`config.mk`:
```
export PLATFORM = sky130hd
export DESIGN_NAME = m1_gpi_port
export DESIGN_NICKNAME = d
export VERILOG_FILES = /design/src/rtl/m1_gpi_port.sv
export SDC_FILE = /design/constraint.sdc
export NUM_CORES = 1
export LEC_CHECK = 0
export ABC_AREA = 1
export CORE_MARGIN = 3
export CORE_UTILIZATION = 50
export CTS_CLUSTER_DIAMETER = 50
export DETAILED_ROUTE_END_ITERATION = 10
export DONT_BUFFER_PORTS = 1
export PLACE_DENSITY = 0.68
export SYNTH_ARGS = -nofsm -noshare
export SYNTH_HDL_FRONTEND = slang
export SYNTH_SLANG_ARGS = --single-unit
```
`constraint.sdc`:
```
create_clock -name clk -period 4.3 [get_ports clk]
set_clock_uncertainty 0.05 [all_clocks]
set_input_delay 0.645 -clock clk [delete_from_list [all_inputs] [get_ports clk]]
set_output_delay 0.645 -clock clk [all_outputs]
set_load 0.02 [all_outputs]
```
`src/rtl/m1_gpi_port.sv`:
```
// m1_gpi_port: memory-mapped general-purpose input port with edge-triggered sticky interrupts.
// Define M1_GPI_DEBOUNCE_EN to insert a prescaled 3-sample debounce filter after the synchronizer.
module m1_gpi_port #(
  parameter int WIDTH        = 16,
  parameter int SYNC_STAGES  = 2,
  parameter int DEBOUNCE_DIV = 1000
) (
  input  logic             clk,
  input  logic             async_rst,
  input  logic [WIDTH-1:0] gpi,
  input  logic [1:0]       addr,
  input  logic             wr_en,
  input  logic [WIDTH-1:0] wdata,
  input  logic             rd_en,
  output logic [WIDTH-1:0] rdata,
  output logic             rd_valid,
  output logic             irq
);
  localparam logic [1:0] A_DATA = 2'd0;
  localparam logic [1:0] A_RISE = 2'd1;
  localparam logic [1:0] A_FALL = 2'd2;
  localparam logic [1:0] A_PEND = 2'd3;

  logic [WIDTH*SYNC_STAGES-1:0] r_sync;
  logic [WIDTH-1:0]             w_sync;
  logic [WIDTH-1:0]             r_deb;
  logic [WIDTH-1:0]             r_deb_q;
  logic [WIDTH-1:0]             r_rise_en;
  logic [WIDTH-1:0]             r_fall_en;
  logic [WIDTH-1:0]             r_pending;
  logic [WIDTH-1:0]             r_rdata;
  logic                         r_rd_valid;
  logic                         r_irq;
  logic [WIDTH-1:0]             w_rise;
  logic [WIDTH-1:0]             w_fall;
  logic [WIDTH-1:0]             w_clr;
  logic [WIDTH-1:0]             w_pending_next;
  logic [WIDTH-1:0]             w_rd_mux;

  // Stage 0 sits in the low slice; the chain output is the top slice.
  always_ff @(posedge clk or posedge async_rst) begin
    if (async_rst) begin
      r_sync <= '0;
    end else begin
      r_sync <= {r_sync[WIDTH*(SYNC_STAGES-1)-1:0], gpi};
    end
  end

  assign w_sync = r_sync[WIDTH*SYNC_STAGES-1 -: WIDTH];

`ifdef M1_GPI_DEBOUNCE_EN
  localparam int PW = (DEBOUNCE_DIV > 2) ? $clog2(DEBOUNCE_DIV) : 1;

  logic [PW-1:0]    r_presc;
  logic             w_tick;
  logic [WIDTH-1:0] r_hist0;
  logic [WIDTH-1:0] r_hist1;
  logic [WIDTH-1:0] r_hist2;

  assign w_tick = (r_presc == PW'(DEBOUNCE_DIV - 1));

  // A bit follows the history only when all three samples agree; otherwise it holds.
  always_ff @(posedge clk or posedge async_rst) begin
    if (async_rst) begin
      r_presc <= '0;
      r_hist0 <= '0;
      r_hist1 <= '0;
      r_hist2 <= '0;
      r_deb   <= '0;
    end else begin
      r_presc <= w_tick ? '0 : r_presc + PW'(1);
      if (w_tick) begin
        r_hist0 <= w_sync;
        r_hist1 <= r_hist0;
        r_hist2 <= r_hist1;
      end
      r_deb <= (r_hist0 & r_hist1 & r_hist2) |
               (r_deb & (r_hist0 | r_hist1 | r_hist2));
    end
  end
`else
  always_ff @(posedge clk or posedge async_rst) begin
    if (async_rst) begin
      r_deb <= '0;
    end else begin
      r_deb <= w_sync;
    end
  end
`endif

  always_comb begin
    w_rise         = r_deb & ~r_deb_q;
    w_fall         = ~r_deb & r_deb_q;
    w_clr          = (wr_en && (addr == A_PEND)) ? wdata : '0;
    // Set terms are OR-ed after the clear so a same-cycle edge wins.
    w_pending_next = (r_pending & ~w_clr) | (w_rise & r_rise_en) | (w_fall & r_fall_en);
    w_rd_mux       = '0;
    case (addr)
      A_DATA:  w_rd_mux = r_deb;
      A_RISE:  w_rd_mux = r_rise_en;
      A_FALL:  w_rd_mux = r_fall_en;
      default: w_rd_mux = r_pending;
    endcase
  end

  always_ff @(posedge clk or posedge async_rst) begin
    if (async_rst) begin
      r_deb_q    <= '0;
      r_rise_en  <= '0;
      r_fall_en  <= '0;
      r_pending  <= '0;
      r_irq      <= 1'b0;
      r_rdata    <= '0;
      r_rd_valid <= 1'b0;
    end else begin
      r_deb_q    <= r_deb;
      r_pending  <= w_pending_next;
      r_irq      <= |w_pending_next;
      r_rd_valid <= rd_en;
      if (rd_en) begin
        r_rdata <= w_rd_mux;
      end
      if (wr_en && (addr == A_RISE)) begin
        r_rise_en <= wdata;
      end
      if (wr_en && (addr == A_FALL)) begin
        r_fall_en <= wdata;
      end
    end
  end

  assign rdata    = r_rdata;
  assign rd_valid = r_rd_valid;
  assign irq      = r_irq;

endmodule

```
## Yosys cells after proc, flatten, opt, wreduce, memory -nomap -nowiden

Cells that the tools add are included.

| operators by class | value |
|---|---|
| equal/unequal tests | 3 |
| muxes and demuxes | 2 |
| bitwise operators | 10 |
| reductions and logical operators | 5 |

Operators with widths:

| kind | count |
|---|---|
| $and 16x16->16 | 5 |
| $not 16->16 | 3 |
| $pmux 16 s3 | 1 |
| $or 16x16->16 | 2 |
| $mux 16 | 1 |
| $reduce_or 16->1 | 1 |
| $eq 2x2->1 const B | 2 |
| $logic_and 1x1->1 | 3 |
| $eq 2x1->1 const B | 1 |
| $logic_not 2->1 | 1 |

| storage, ports and cells | value |
|---|---|
| bits in registers | 130 |
| input bits | 38 |
| output and inout bits | 18 |
| word-level logic and storage cells | 29 |

## Longest topological paths before layout

Gate-level depths: netlist of run 1.

| logic depth | value |
|---|---|
| depth in word-level cells | 8 |
| mapped depth | 10 |
| depth with buffers taken out | 10 |

## Worst setup path before layout of run 1

OpenSTA, ideal clock, no wires.

| path | value |
|---|---|
| path type | input -> register |
| start | input port wr_en |
| end | register r_irq, in the netlist irq |
| data arrival time | 1.401 ns |
| slack | 2.731 ns |
| stages | 10 |
| path buffers | 1 |
| cell sequence | buf_4 -> inv_2 -> nor2_8 -> nand2_1 -> nand2_1 -> nand2_1 -> nor2_1 -> nand2_1 -> nor2_1 -> nand2_1 |

| on the way | value |
|---|---|
| cells in the longest elaborated chain, start to end | 7 |

Ends and longest elaborated chain:

| item | line | RTL |
|---|---|---|
| start: declaration | 12 | `input logic wr_en,` |
| $logic_and 1x1->1 | 94 | `w_clr = (wr_en && (addr == A_PEND)) ? wdata : '0;` |
| $mux 16 | 94 |  |
| $not 16->16 | 96 | `w_pending_next = (r_pending & ~w_clr) \| (w_rise & r_rise_en) \| (w_fall & r_fall_en);` |
| $and 16x16->16 | 96 |  |
| $or 16x16->16 (2 in a row) | 96 |  |
| net w_pending_next[2] | 37 | `logic [WIDTH-1:0] w_pending_next;` |
| $reduce_or 16->1 | 118 | `r_irq <= \|w_pending_next;` |
| end signal: assignment | 118 |  |
| end: declaration | 33 | `logic r_irq;` |

The timed path passes the listed nets, and every way through them passes these cells.
A chain may end at the register's enable or synchronous reset.

## Worst setup path after layout of run 1

| path | value |
|---|---|
| start | register r_rdata[6], in the netlist rdata[6] |
| end | output port rdata[6] |

RTL lines:

| item | line | RTL |
|---|---|---|
| start: declaration | 31 | `logic [WIDTH-1:0] r_rdata;` |
| start signal: assignment | 121 | `r_rdata <= w_rd_mux;` |
| end: declaration | 15 | `output logic [WIDTH-1:0] rdata,` |

No word-level cell between the ends.

==> qor.csv, run 1 <==
metric,value,unit
outcome,"finished, final reports clean",
syn_nets,533,
cts_hold_bufs,0,
maxClockFrequency,598.5,MHz
critical_path_arrival,0.98,ns
syn-mean-instance-area,9.769,µm²
finalCritPeriodShare,38.86,%
io_pins,56,
synth-main-ff-cell,dfrtp_1,
path_clk_slew,0.06,ns
maxSlewViolCount,0,
end_kind,output pin,
vdd.ir_drop.worst,0.2387,mV
nNetsFinal,538,
synth-edff-count,0,
area.sequential,0.003253,mm²
postCtsSetupBuffers,0,
multi_input_comb_area,0.001383,mm²
placement_rows,35,
grt.overflow.total,0,
antenna_cells,0,
synth_most_common_cell,nand2_1,
post_drt_via_cell_ratio,5.179,
crit_path_start,rdata[6],
muxShareOfSynthArea,0,%
synth-adder-area-share,0,%
totalWireLength,9625,µm
cts.sinks,130,
fill_cells,782,
yosysWarningCount,0,
final_antenna_net_count,0,
ys_top_cells_by_count,"173 x nand2_1, 130 x dfrtp_1, 50 x nor2_1",
final_critical_period,1.671,ns
grt_pass1_wl,16300,µm
hold-worst-slack,0.1107,ns
initial_core_util,51.84,%
total_leakage_power,2.597,nW
fp.dieH,104.3,µm
antenna_found_initial,0,
timing.hold.worst.start,gpi[6],
synth_top_family_by_area,simple AND/OR/NAND/NOR gates,
die_area,0.01089,mm²
syn_area,0.004836,mm²
post_route_cells_drive_above_1_share,7.992,%
cts_max_path_buffers,2,
report.final.setup_viol,0,
detailed_placer_s_ending_hpwl,6094,µm
area.growth.synth_to_final,13.66,%
drtIter0Drc,262,
post_synth_inst_count,495,
routedWlPerCell,14.99,µm
dr_total_vias,3325,
hold_class,in -> reg,
die-width,104.3,µm
yosys.area_share.simple,21.97,%
ys_top_cells_by_area,"dfrtp_1 67%, nand2_1 13%, nor2_1 3.9%",
worst-endpoint-required,3.61,ns
drt_pass1_iterations,5,
slew_headroom,36.35,%
clock_insertion_delay_worst_skew,0.51,ns
setup.worst_path.class,reg -> out,
synth-async-reset-ratio,100.0,%
fin_tns_setup,0,ns
synthDistinctLibCells,19,
worst-path-max-fanout,2,
cts_buffer_count,17,
resized_after_cts,0,
cts_tree,built,
vias_in_the_first_global_route,3278,
globalplace.congestion,0.8142,
route.detailed.drc,0,
powerDensity,564.3,mW/mm²
rsz0062_at_grt,no,
timing.rr.start,r_deb[6],
maxCapViolCount,0,
seq_area_frac_synth,67.27,%
synth_top_cell_by_area,dfrtp_1,
synth-compound-area-share,6.624,%
clock_tree.root_cell,clkbuf_8,
setup.worst_path.start_class,flip-flop,
grt_max_degree,81,
final_hold_viol_count,0,
top_area_cell_type_share_of_the_netlist_area,67.27,%
max_slew.worst_pin.slew,0.9547,ns
gr-usage-all-layers,19.26,%
numPortBuffers,0,
design.core.area,0.009328,mm²
yosys.area_share.xor_xnor,0,%
h-tree-depth,4,
synth_seq_cells,130,
where the power goes:
part | total, mW | internal (mW) | switching [mW]
sequential | 1.48 | 1.36 | 0.122
combinational | 0.234 | 0.0801 | 0.154
clock | 1.39 | 0.894 | 0.492
registers in the layout, summed over array words and instances (netlist names):
name / flops
irq: 1
r_pending: 16
rd_valid: 1
r_sync: 32
r_deb: 16
r_deb_q: 16
r_rise_en: 16
rdata: 16
r_fall_en: 16
final timing paths:
path / endpoint / slack, ns / cells past startpoint
max: rdata[6] / 2.63 / 0
min: r_sync[6] / 0.11 / 0
max reg2reg: irq / 2.92 / 8
min reg2reg: r_sync[27] / 0.29 / 0
max in group asynchronous: r_pending[9] / 3.10 / 2
min in group asynchronous: r_sync[13] / 0.18 / 1
cell type report:
| class | instances | area share, % |
|---|---|---|
| clock inverter | 10 | 2.436 |
| timing repair buffer | 2 | 0.2732 |
| clock buffer | 22 | 8.058 |
| multi-input combinational | 321 | 25.15 |
| inverter | 28 | 1.958 |
| tap | 129 | 2.936 |
| sequential | 130 | 59.19 |
layer usage:
layer	GRT usage [%]	vias up	wire length [µm]
li1	-	1578	-
met2	29.11	133	4533
met3	6.207	18	798
met4	7.312	0	161
met5	0	-	0
met1	26.04	1596	4132
cells by family (layout without fill, tap and decap cells):
| group | Yosys count | count (layout) |
|---|---|---|
| and+or+nand+nor | 257 | 257 |
| AOI/OAI and AO/OA | 64 | 64 |
| buffers and inverters | 44 | 62 |
| DFF | 130 | 130 |
through the flow:
| stage | worst slack, ns | instance area [µm²] | cells | total power, mW | util (%) |
|---|---|---|---|---|---|
| after floorplan | 0.1357 | 4836 | 495 | 1.667 | - |
| after CTS | 2.611 | 5497 | 642 | 3.122 | 58.93 |
| after detailed placement | 2.259 | 4920 | 610 | 1.732 | 52.74 |
| after global placement | 2.307 | 4920 | 610 | 1.718 | 52.74 |
| final | 2.629 | 5497 | 642 | 3.102 | 58.93 |
| after global routing | 2.590 | 5497 | 642 | 3.251 | 58.93 |
worst reg2reg max path, cell delays in order, from the launching register on:
cell and delay (ns):
dfrtp_1 0.41, nand2_1 0.09, nor2_1 0.04, nor2_1 0.13
nand2_1 0.09, nor2_1 0.13, nand2_1 0.07, nor2_1 0.14
nand2_1 0.10
layout by cell type, fill, tap and decap left out:
cell type,count
nor2_1,50
o21ai_1,22
nand4_1,6
clkbuf_1,4
bufinv_16,3
nand2_2,2
dfrtp_1,130
nor2_4,3
clkbuf_8,2
buf_4,2
a21oi_1,16
nand2_4,1
nor2_8,1
clkbuf_16,16
nand3_1,19
nand2_1,173
clkinv_2,4
inv_2,3
nand3b_1,2
clkinv_4,1
inv_4,1
o21ai_0,26
clkinvlp_4,2
inv_1,24
(Power assumes the default switching activity.)
==> run 2, diff against run 1 <==
--- a/config.mk
+++ b/config.mk
@@ -11,7 +11,6 @@
 export CTS_CLUSTER_DIAMETER = 50
 export DETAILED_ROUTE_END_ITERATION = 10
 export DONT_BUFFER_PORTS = 1
-export PLACE_DENSITY = 0.68
 export SYNTH_ARGS = -nofsm -noshare
 export SYNTH_HDL_FRONTEND = slang
 export SYNTH_SLANG_ARGS = --single-unit
==> constraint.sdc (replaced) <==
create_clock -name clk -period 1.65 [get_ports clk]
set_clock_uncertainty 0.05 [all_clocks]
set_input_delay 0.2475 -clock clk [delete_from_list [all_inputs] [get_ports clk]]
set_output_delay 0.2475 -clock clk [all_outputs]
set_load 0.02 [all_outputs]
==> run 2 against run 1 <==
Effect of this change: critical path depth unchanged; core utilization increased by 5.0 points; sequential power increased to 2.6 times the previous value; critical path type unchanged.
==> qor.csv, run 2 (synthesized netlist as in run 1, its figures left out) <==
metric,value,unit,change
rsz0062_at_grt,no,,
timing.hold.worst.start,addr[1],,
whs_endpoint,r_pending[7],,
crit_path_start,irq,,
regMostFlops,r_sync,,
slew_headroom,57.10,%,+21 points
drt_pass1_iterations,4,,-1
postCtsSetupBuffers,0,,unchanged
timing.rr.start,r_deb[11],,
die-width,104.3,µm,unchanged
r2r_setup_slack,0.38,ns,-2.54 ns
placement_rows,35,,unchanged
h-tree-depth,4,,unchanged
vdd.ir_drop.worst,1.154,mV,+380%
powerDensity,1388,mW/mm²,+150%
post_drt_via_cell_ratio,4.934,,-4.7%
route.detailed.drc,0,,unchanged
cts_max_path_buffers,2,,unchanged
finish.utilization,63.97,%,+5.0 points
postLayoutSetupSlackWorst,0.3473,ns,-2.282 ns
clock_tree.root_cell,clkbuf_8,,
antenna_cells,0,,unchanged
nNetsFinal,582,,+8.2%
placed_cells_incl_taps,617,,+1.1%
pre_cts_ws,0.3930,ns,-1.866 ns
grt_pass1_wl,17290,µm,+6.1%
cts.sinks,130,,unchanged
layout_commonest_cell,nand2_1,,
initial_core_util,51.84,%,unchanged
hold_class,in -> reg,,
setup.worst_path.class,reg -> out,,
totalWireLength,10160,µm,+5.5%
report.final.setup_viol,0,,unchanged
final_hold_viol_count,0,,unchanged
whs_path_depth,5,,+5
numPortBuffers,0,,unchanged
maxClockFrequency,767.6,MHz,
finalCritPeriodShare,78.95,%,
maxCapViolCount,0,,unchanged
globalplace.congestion,0.7957,,-2.3%
grt.overflow.total,0,,unchanged
io_pins,56,,unchanged
fp.dieH,104.3,µm,unchanged
drtIter0Drc,211,,-19%
hold-worst-slack,0.03061,ns,-0.08010 ns
vias_in_the_first_global_route,3452,,+5.3%
worst-endpoint-required,1.35,ns,-2.26 ns
dr_total_vias,3385,,+1.8%
report.power.total,8.284,mW,+170%
worst-path-max-fanout,1,,-1
critical_path_arrival,1.01,ns,+0.03 ns
design.core.area,0.009328,mm²,unchanged
total_leakage_power,2.803,nW,+7.9%
grt_max_degree,78,,-3.7%
max_slew.worst_pin.slew,0.6412,ns,-0.3135 ns
area.growth.synth_to_final,23.39,%,
die_area,0.01089,mm²,unchanged
crit-reg2reg-capture,irq,,
final_antenna_net_count,0,,unchanged
end_kind,output pin,,
detailed_placer_s_ending_hpwl,6327,µm,+3.8%
maxSlewViolCount,0,,unchanged
path_clk_slew,0.06,ns,about the same
post_layout_nonfiller_instances,686,,+6.9%
outcome,"finished, final reports clean",,
post_route_cells_drive_above_1_share,9.336,%,+1.3 points
cts_buffer_count,17,,unchanged
flip_flop_count_of_the_largest_register_after_layout,32,,unchanged
cts_tree,built,,
antenna_found_initial,0,,unchanged
worstRegToRegCells,8,,unchanged
gr-usage-all-layers,20.50,%,+1.2 points
clock_insertion_delay_worst_skew,0.51,ns,about the same
routedWlPerCell,14.80,µm,-1.3%
setup.worst_path.start_class,flip-flop,,
most-common-layout-cells,"173 x nand2_1, 130 x dfrtp_1, 50 x nor2_1",,
final_critical_period,1.303,ns,
run 2: changes by cell type in the layout (fill, tap and decap cells not counted), moves of 4 or more:
cell / delta
inv_6: +4
clkinv_2: -4
dlygate4sd3_1: +36
buf_4: +5
clkbuf_1: -4
run 2: area by class of cell:
class	count	area (µm²)
clock buffers	18	427.9
fillers	758	3361
clock inverters	14	167.7
inverters	28	108.9
well taps	129	161.4
repair buffers	46	465.4
flip-flops and latches	130	3253
multi-input cells	321	1383
run 2: timing repair:
| action | in CTS | in global routing |
|---|---|---|
| hold buffers | 37 | 0 |
| endpoints found under the setup margin | 0 | 1 |
| endpoints found under the hold margin | 195 | 0 |
| resized for setup | 0 | 1 |
run 2: worst max path at each step:
stage,end,cells after the start
2_1_floorplan,irq,1
4_1_cts,irq,10
3_5_place_dp,irq,9
5_1_grt,irq,10
6_report,irq,0
3_3_place_gp,irq,9
run 2: per-stage QoR:
stage	TNS [ns]	area, µm²
CTS	0	5964
finish	0	5967
detailed placement	0	4999
floorplan	-33.37	4840
global placement	0	4999
global route	0	5967
run 2: where the power goes:
part | switching [mW] | leakage, nW | internal, mW
combinational | 0.424 | 0.992 | 0.285
sequential | 0.321 | 1.53 | 3.54
clock | 1.47 | 0.281 | 2.24
run 2: layer usage:
metal	track usage (%)	wire (µm)
met1	26.28	4486
met2	32.93	4948
met3	6.580	602
met4	7.217	117
met5	0	0
